==> src/rtl/cpu_controller_if.sv <==
// Datapath strobe bundle between the phase sequencer (master) and the CPU datapath (slave).
interface cpu_controller_if #(
  parameter int unsigned OPCODE_W = 3
);
  logic [OPCODE_W-1:0] opcode;
  logic                zero;
  logic                sel;
  logic                rd;
  logic                wr;
  logic                ld_ir;
  logic                ld_ac;
  logic                inc_pc;
  logic                ld_pc;
  logic                data_e;
  logic                halt;

  modport master (
    input  opcode, zero,
    output sel, rd, wr, ld_ir, ld_ac, inc_pc, ld_pc, data_e, halt
  );

  modport slave (
    output opcode, zero,
    input  sel, rd, wr, ld_ir, ld_ac, inc_pc, ld_pc, data_e, halt
  );
endinterface

==> src/rtl/cpu_controller.sv <==
// 8-phase instruction sequencer and strobe decoder for the 5-bit-address RISC CPU.
// Optional CPU_CONTROLLER_SINGLE_STEP_EN adds a run input that gates leaving INST_ADDR.
module cpu_controller #(
  parameter int unsigned OPCODE_W = 3
) (
  input logic clk,
  input logic rst_n,
`ifdef CPU_CONTROLLER_SINGLE_STEP_EN
  input logic run,
`endif
  cpu_controller_if.master bus
);

  typedef enum logic [2:0] {
    StInstAddr  = 3'd0,
    StInstFetch = 3'd1,
    StInstLoad  = 3'd2,
    StIdle      = 3'd3,
    StOpAddr    = 3'd4,
    StOpFetch   = 3'd5,
    StAluOp     = 3'd6,
    StStore     = 3'd7
  } phase_e;

  localparam logic [OPCODE_W-1:0] OpHlt = OPCODE_W'(0);
  localparam logic [OPCODE_W-1:0] OpSkz = OPCODE_W'(1);
  localparam logic [OPCODE_W-1:0] OpAdd = OPCODE_W'(2);
  localparam logic [OPCODE_W-1:0] OpAnd = OPCODE_W'(3);
  localparam logic [OPCODE_W-1:0] OpXor = OPCODE_W'(4);
  localparam logic [OPCODE_W-1:0] OpLda = OPCODE_W'(5);
  localparam logic [OPCODE_W-1:0] OpSto = OPCODE_W'(6);
  localparam logic [OPCODE_W-1:0] OpJmp = OPCODE_W'(7);

  phase_e phase_q, phase_d;
  logic   halted_q, halted_d;

  logic is_hlt, is_skz, is_sto, is_jmp, alu_op;

  assign is_hlt = (bus.opcode == OpHlt);
  assign is_skz = (bus.opcode == OpSkz);
  assign is_sto = (bus.opcode == OpSto);
  assign is_jmp = (bus.opcode == OpJmp);
  assign alu_op = (bus.opcode == OpAdd) || (bus.opcode == OpAnd) ||
                  (bus.opcode == OpXor) || (bus.opcode == OpLda);

  always_ff @(posedge clk or negedge rst_n) begin
    if (!rst_n) begin
      phase_q  <= StInstAddr;
      halted_q <= 1'b0;
    end else begin
      phase_q  <= phase_d;
      halted_q <= halted_d;
    end
  end

  // Halting freezes the phase at OP_ADDR; only reset leaves the halted state.
  always_comb begin
    phase_d  = phase_q;
    halted_d = halted_q;
    if (!halted_q) begin
      if (phase_q == StOpAddr && is_hlt) begin
        halted_d = 1'b1;
      end else begin
        phase_d = phase_e'(phase_q + 3'd1);
      end
`ifdef CPU_CONTROLLER_SINGLE_STEP_EN
      if (phase_q == StInstAddr && !run) begin
        phase_d = StInstAddr;
      end
`endif
    end
  end

  always_comb begin
    bus.sel    = 1'b0;
    bus.rd     = 1'b0;
    bus.wr     = 1'b0;
    bus.ld_ir  = 1'b0;
    bus.ld_ac  = 1'b0;
    bus.inc_pc = 1'b0;
    bus.ld_pc  = 1'b0;
    bus.data_e = 1'b0;
    bus.halt   = 1'b0;
    if (halted_q) begin
      bus.halt = 1'b1;
    end else begin
      unique case (phase_q)
        StInstAddr: begin
          bus.sel = 1'b1;
        end
        StInstFetch: begin
          bus.sel = 1'b1;
          bus.rd  = 1'b1;
        end
        StInstLoad, StIdle: begin
          bus.sel   = 1'b1;
          bus.rd    = 1'b1;
          bus.ld_ir = 1'b1;
        end
        StOpAddr: begin
          bus.halt   = is_hlt;
          bus.inc_pc = !is_hlt;
        end
        StOpFetch: begin
          bus.rd = alu_op;
        end
        StAluOp: begin
          bus.rd     = alu_op;
          bus.inc_pc = is_skz && bus.zero;
          bus.ld_pc  = is_jmp;
          bus.data_e = is_sto;
        end
        StStore: begin
          bus.rd     = alu_op;
          bus.ld_ac  = alu_op;
          bus.ld_pc  = is_jmp;
          bus.wr     = is_sto;
          bus.data_e = is_sto;
        end
        default: ;
      endcase
    end
  end

endmodule

==> src/flat_wrapper.sv <==
// flat-port wrapper written by rule: the top's interface ports become plain ports
module cpu_controller_flat 
#(
  parameter int unsigned OPCODE_W = 3
)
  (clk, rst_n, bus_opcode, bus_zero, bus_sel, bus_rd, bus_wr, bus_ld_ir, bus_ld_ac, bus_inc_pc, bus_ld_pc, bus_data_e, bus_halt);
  cpu_controller_if #(.OPCODE_W(OPCODE_W)) bus_i ();
  input logic clk;
  input logic rst_n;
  input wire logic [$bits(bus_i.opcode)-1:0] bus_opcode;
  input wire logic [$bits(bus_i.zero)-1:0] bus_zero;
  output wire logic [$bits(bus_i.sel)-1:0] bus_sel;
  output wire logic [$bits(bus_i.rd)-1:0] bus_rd;
  output wire logic [$bits(bus_i.wr)-1:0] bus_wr;
  output wire logic [$bits(bus_i.ld_ir)-1:0] bus_ld_ir;
  output wire logic [$bits(bus_i.ld_ac)-1:0] bus_ld_ac;
  output wire logic [$bits(bus_i.inc_pc)-1:0] bus_inc_pc;
  output wire logic [$bits(bus_i.ld_pc)-1:0] bus_ld_pc;
  output wire logic [$bits(bus_i.data_e)-1:0] bus_data_e;
  output wire logic [$bits(bus_i.halt)-1:0] bus_halt;
  assign bus_i.opcode = bus_opcode;
  assign bus_i.zero = bus_zero;
  assign bus_sel = bus_i.sel;
  assign bus_rd = bus_i.rd;
  assign bus_wr = bus_i.wr;
  assign bus_ld_ir = bus_i.ld_ir;
  assign bus_ld_ac = bus_i.ld_ac;
  assign bus_inc_pc = bus_i.inc_pc;
  assign bus_ld_pc = bus_i.ld_pc;
  assign bus_data_e = bus_i.data_e;
  assign bus_halt = bus_i.halt;
  cpu_controller #(.OPCODE_W(OPCODE_W)) u_core (.clk(clk), .rst_n(rst_n), .bus(bus_i));
endmodule
==> config.mk <==
export PLATFORM = sky130hd
export DESIGN_NAME = cpu_controller_flat
export DESIGN_NICKNAME = d
export VERILOG_FILES = /design/src/rtl/cpu_controller_if.sv /design/src/rtl/cpu_controller.sv /design/src/flat_wrapper.sv
export SDC_FILE = /design/constraint.sdc
export NUM_CORES = 1
export LEC_CHECK = 0
export BUFFER_PORTS_ARGS = -buffer_cell sky130_fd_sc_hd__buf_2
export CAP_MARGIN = 20
export CORE_AREA = 2 2 39 41
export DETAILED_ROUTE_END_ITERATION = 8
export DIE_AREA = 0 0 41 43
export PLACE_DENSITY = 0.61
export SETUP_SLACK_MARGIN = 0.15
export SYNTH_ARGS = -nofsm -noshare
export SYNTH_HDL_FRONTEND = slang
export SYNTH_SLANG_ARGS = --single-unit
==> constraint.sdc <==
create_clock -name clk -period 2.1 [get_ports clk]
set_clock_uncertainty 0.2 [all_clocks]
set_input_delay 0.105 -clock clk [delete_from_list [all_inputs] [get_ports clk]]
set_output_delay 0.105 -clock clk [all_outputs]
set_load 0.05 [all_outputs]
==> key figures <==
Yosys
  • Syn Inst Count: between 40 and 50
  • Syn Area/Cell: 8.79 um^2
  • Compound-Gate Fraction of Synth Area: between 10% and 20%
  • Yosys warnings: 0
  • Syn Nets: 54
  • Synth unique cells: 21
  • Post-synthesis mux area share: between 4 and 5%
  • Post-synthesis sequential area ratio: 27.1%
  • Synth Area in Adders: 20.3%
  • Simple-Gate Fraction of Synth Area: between 20 and 30%
  • Synthesized flop and latch total: 4
  • Mapped Area: 369 um^2
  • Largest family of logic cells by synthesized area: simple AND/OR/NAND/NOR gates
  • Post-Synth XOR/XNOR Area: under 10%

Global routing
  • Vias in the first global route: just under 400
  • Total GRT Usage: about 13%
  • Largest net degree at the start of global routing: 10
  • Grt ovf: 0
  • Global-route wire length before repair: between 1 and 1.5 mm
  • Initial antenna violation count: 0

Timing
  • Setup violators final: 0
  • Fin. Hold Viols: 0
  • Min Hold Slack: 0.213 ns
  • Fin. max-slew vios: 0
  • Final min period: between 1.5 and 2 ns
  • Crit share post-route: roughly nine tenths
  • Normalized max-slew margin: around four fifths
  • Slew @ Worst Pin: about 0.3 ns
  • Total negative setup slack: 0 ns
  • Fmax: 526 MHz
  • RSZ-0062 raised after global routing: true

Critical path
  • CP Launch Type: register
  • Slowest cell on the critical path: dfrtp_1
  • Most used cell along the critical path: ha_2
  • Delay-heaviest family, CP: adder cells
  • CP Class: reg2out
  • Crit path DAT: 1.60 ns
  • CP peak stage delay: 0.41 ns
  • Worst path bufs/invs: 1
  • CP Capture Type: primary output
  • Critical-path maximum fanout: 4
  • CP required: roughly 1.8 ns
  • Cell Chain, Critical Path: ha_2, ha_2, nor3b_2, o32ai_2, buf_6

Detailed routing
  • 1st-iter DRT viols: 2
  • Routed len/inst: 11.9 um
  • Detailed-route via count: roughly 400
  • First drt pass iteration count: 2
  • Post-route ant nets: 0
  • DR DRC count: 0
  • Vias per Instance: 5.06
  • Routed WL: 930 um

Power and ir drop
  • Psw: 534 uW
  • Switching share of power: between 50% and 60%
  • Power density over cell area: ~1700 nW/um^2
  • Clock power frac: approximately 8.8%
  • Sequential share of power: between 10% and 20%
  • Worst vdd ir: ~0.00073 V
  • Total internal power: 510 uW
  • Leakage Power: 0.264 nW
  • Combinational Power Share: 75.9%

Clock network
  • H-tree depth: 1
  • CTS tree: yes
  • CTS Buffer Depth: 2
  • Clk slew on worst S/H paths: 0.04 ns
  • CTS sink count: 4
  • Num CTS Buffers: 3
  • CTS Root Cell: clkbuf_4
  • Worst-Skew Late Latency: 0.23 ns

Final layout
  • Most common cell after layout, fill and taps aside: buf_2
  • Fin cells: 78
  • Fillers: 152
  • Final Core Density: between 40% and 50%
  • Most frequent cells in the layout: 8 x buf_2, 5 x ha_2, 5 x buf_4, 4 x nor2_1
  • Ant diodes: 0
  • Final instance area: 616 um^2
  • Final #Nets: 76
  • Share of layout cells above drive strength 1: 66.1%
  • Area grow syn2layout: 66.8%

Floorplan
  • Initial Util: 26.7%
  • Die Width: between 40 and 50 um
  • Ports: 15
  • CORE AREA: between 1000 and 1500 um^2
  • Core Rows: 14
  • Die Y: around 43 um
  • Die Area: ~1800 um^2

Placement
  • Placed inst area: just under 500 um^2
  • GPL Wtd Cong: ~0.75
  • Placed cells: 72
  • Detailed Place HPWL: ~710 um
  • Port buffer count: 14

Outcome
  • Status: complete, no violations

Worst hold path
  • HP Class: in2reg

Job
  • Max-cap violations: 0
synth_stat cells:
cell / instances / area (um^2)
ha_1: 6 / 75.1
or3_1: 1 / 6.26
clkbuf_1: 1 / 3.75
nor3b_1: 1 / 7.51
nor4b_1: 1 / 8.76
dfrtp_1: 4 / 100
or4_1: 1 / 7.51
inv_2: 1 / 3.75
o21ai_0: 2 / 10.0
inv_1: 3 / 11.3
nand2b_1: 1 / 6.26
o32ai_1: 1 / 8.76
nand2_1: 1 / 3.75
nor3_1: 3 / 15.0
nor4b_2: 1 / 15.0
a41oi_1: 1 / 8.76
nor2_1: 5 / 18.8
mux2_4: 1 / 15.0
nor4_1: 1 / 6.26
a21oi_1: 4 / 20.0
xnor2_1: 2 / 17.5
worst reg2reg max path, stage by stage, from the launching register on:
cell and delay (ns):
dfrtp_1 0.41, inv_2 0.10, ha_2 0.20, nor4b_4 0.24
a21oi_2 0.13, mux2_4 0.30
flip-flops by register name (all words and copies together) (netlist names):
signal	count
u_core.phase_q	3
u_core.halted_q	1
what timing repair did:
action	CTS	global route
hold buffers	2	0
setup endpoints to repair	6	6
pin swaps	1	1
buffers inserted	0	1
hold endpoints to repair	4	0
resized for setup	12	13
stage by stage:
step	total power, mW	setup WS [ns]
after floorplan	0.653	0.00882
after global placement	0.790	0.313
after detailed placement	0.787	0.281
after CTS	0.956	0.159
after global routing	1.13	0.122
final	1.04	0.198
path summary, 6_finish.rpt:
check	start	end	slack [ns]	cells past startpoint
max	u_core.phase_q[1]	bus_rd	0.20	5
min	bus_opcode[2]	u_core.phase_q[2]	0.21	4
max reg2reg	u_core.phase_q[0]	u_core.phase_q[1]	0.40	5
min reg2reg	u_core.phase_q[1]	u_core.phase_q[1]	0.41	1
max in group asynchronous	rst_n	u_core.phase_q[2]	0.94	3
min in group asynchronous	rst_n	u_core.phase_q[0]	0.57	3
power groups by stage:
stage / clock network (mW) / registers [mW] / logic [mW]
final: 0.0920 / 0.160 / 0.793
after global routing: 0.101 / 0.165 / 0.861
after CTS: 0.0979 / 0.169 / 0.689
after detailed placement: 0 / 0.164 / 0.623
after global placement: 0 / 0.165 / 0.626
after floorplan: 0 / 0.152 / 0.502
final cells by class:
| class | instances | area (um^2) | area share, % |
|---|---|---|---|
| multi-input cells | 33 | 325 | 52.8 |
| flip-flops and latches | 4 | 101 | 16.5 |
| clock buffers | 3 | 22.5 | 3.66 |
| repair buffers | 18 | 131 | 21.3 |
| inverters | 4 | 15.0 | 2.44 |
| well taps | 16 | 20.0 | 3.25 |
cell families after synthesis:
logic type,Yosys count
AOI/OAI and AO/OA,8
xor gates and xnor gates,2
adders and majority gates,6
buffers and inverters,5
DFF,4
muxes,1
and+or+nand+nor,16
layer usage:
layer | vias to the layer above | share of wire (%) | track usage, %
met5 | - | 0 | 0
met4 | 0 | 1.5 | 10.0
met3 | 2 | 2.6 | 3.66
met2 | 6 | 63 | 21.3
met1 | 194 | 33 | 11.4
li1 | 193 | - | -
Note: power is estimated with default switching activity, not from simulation.
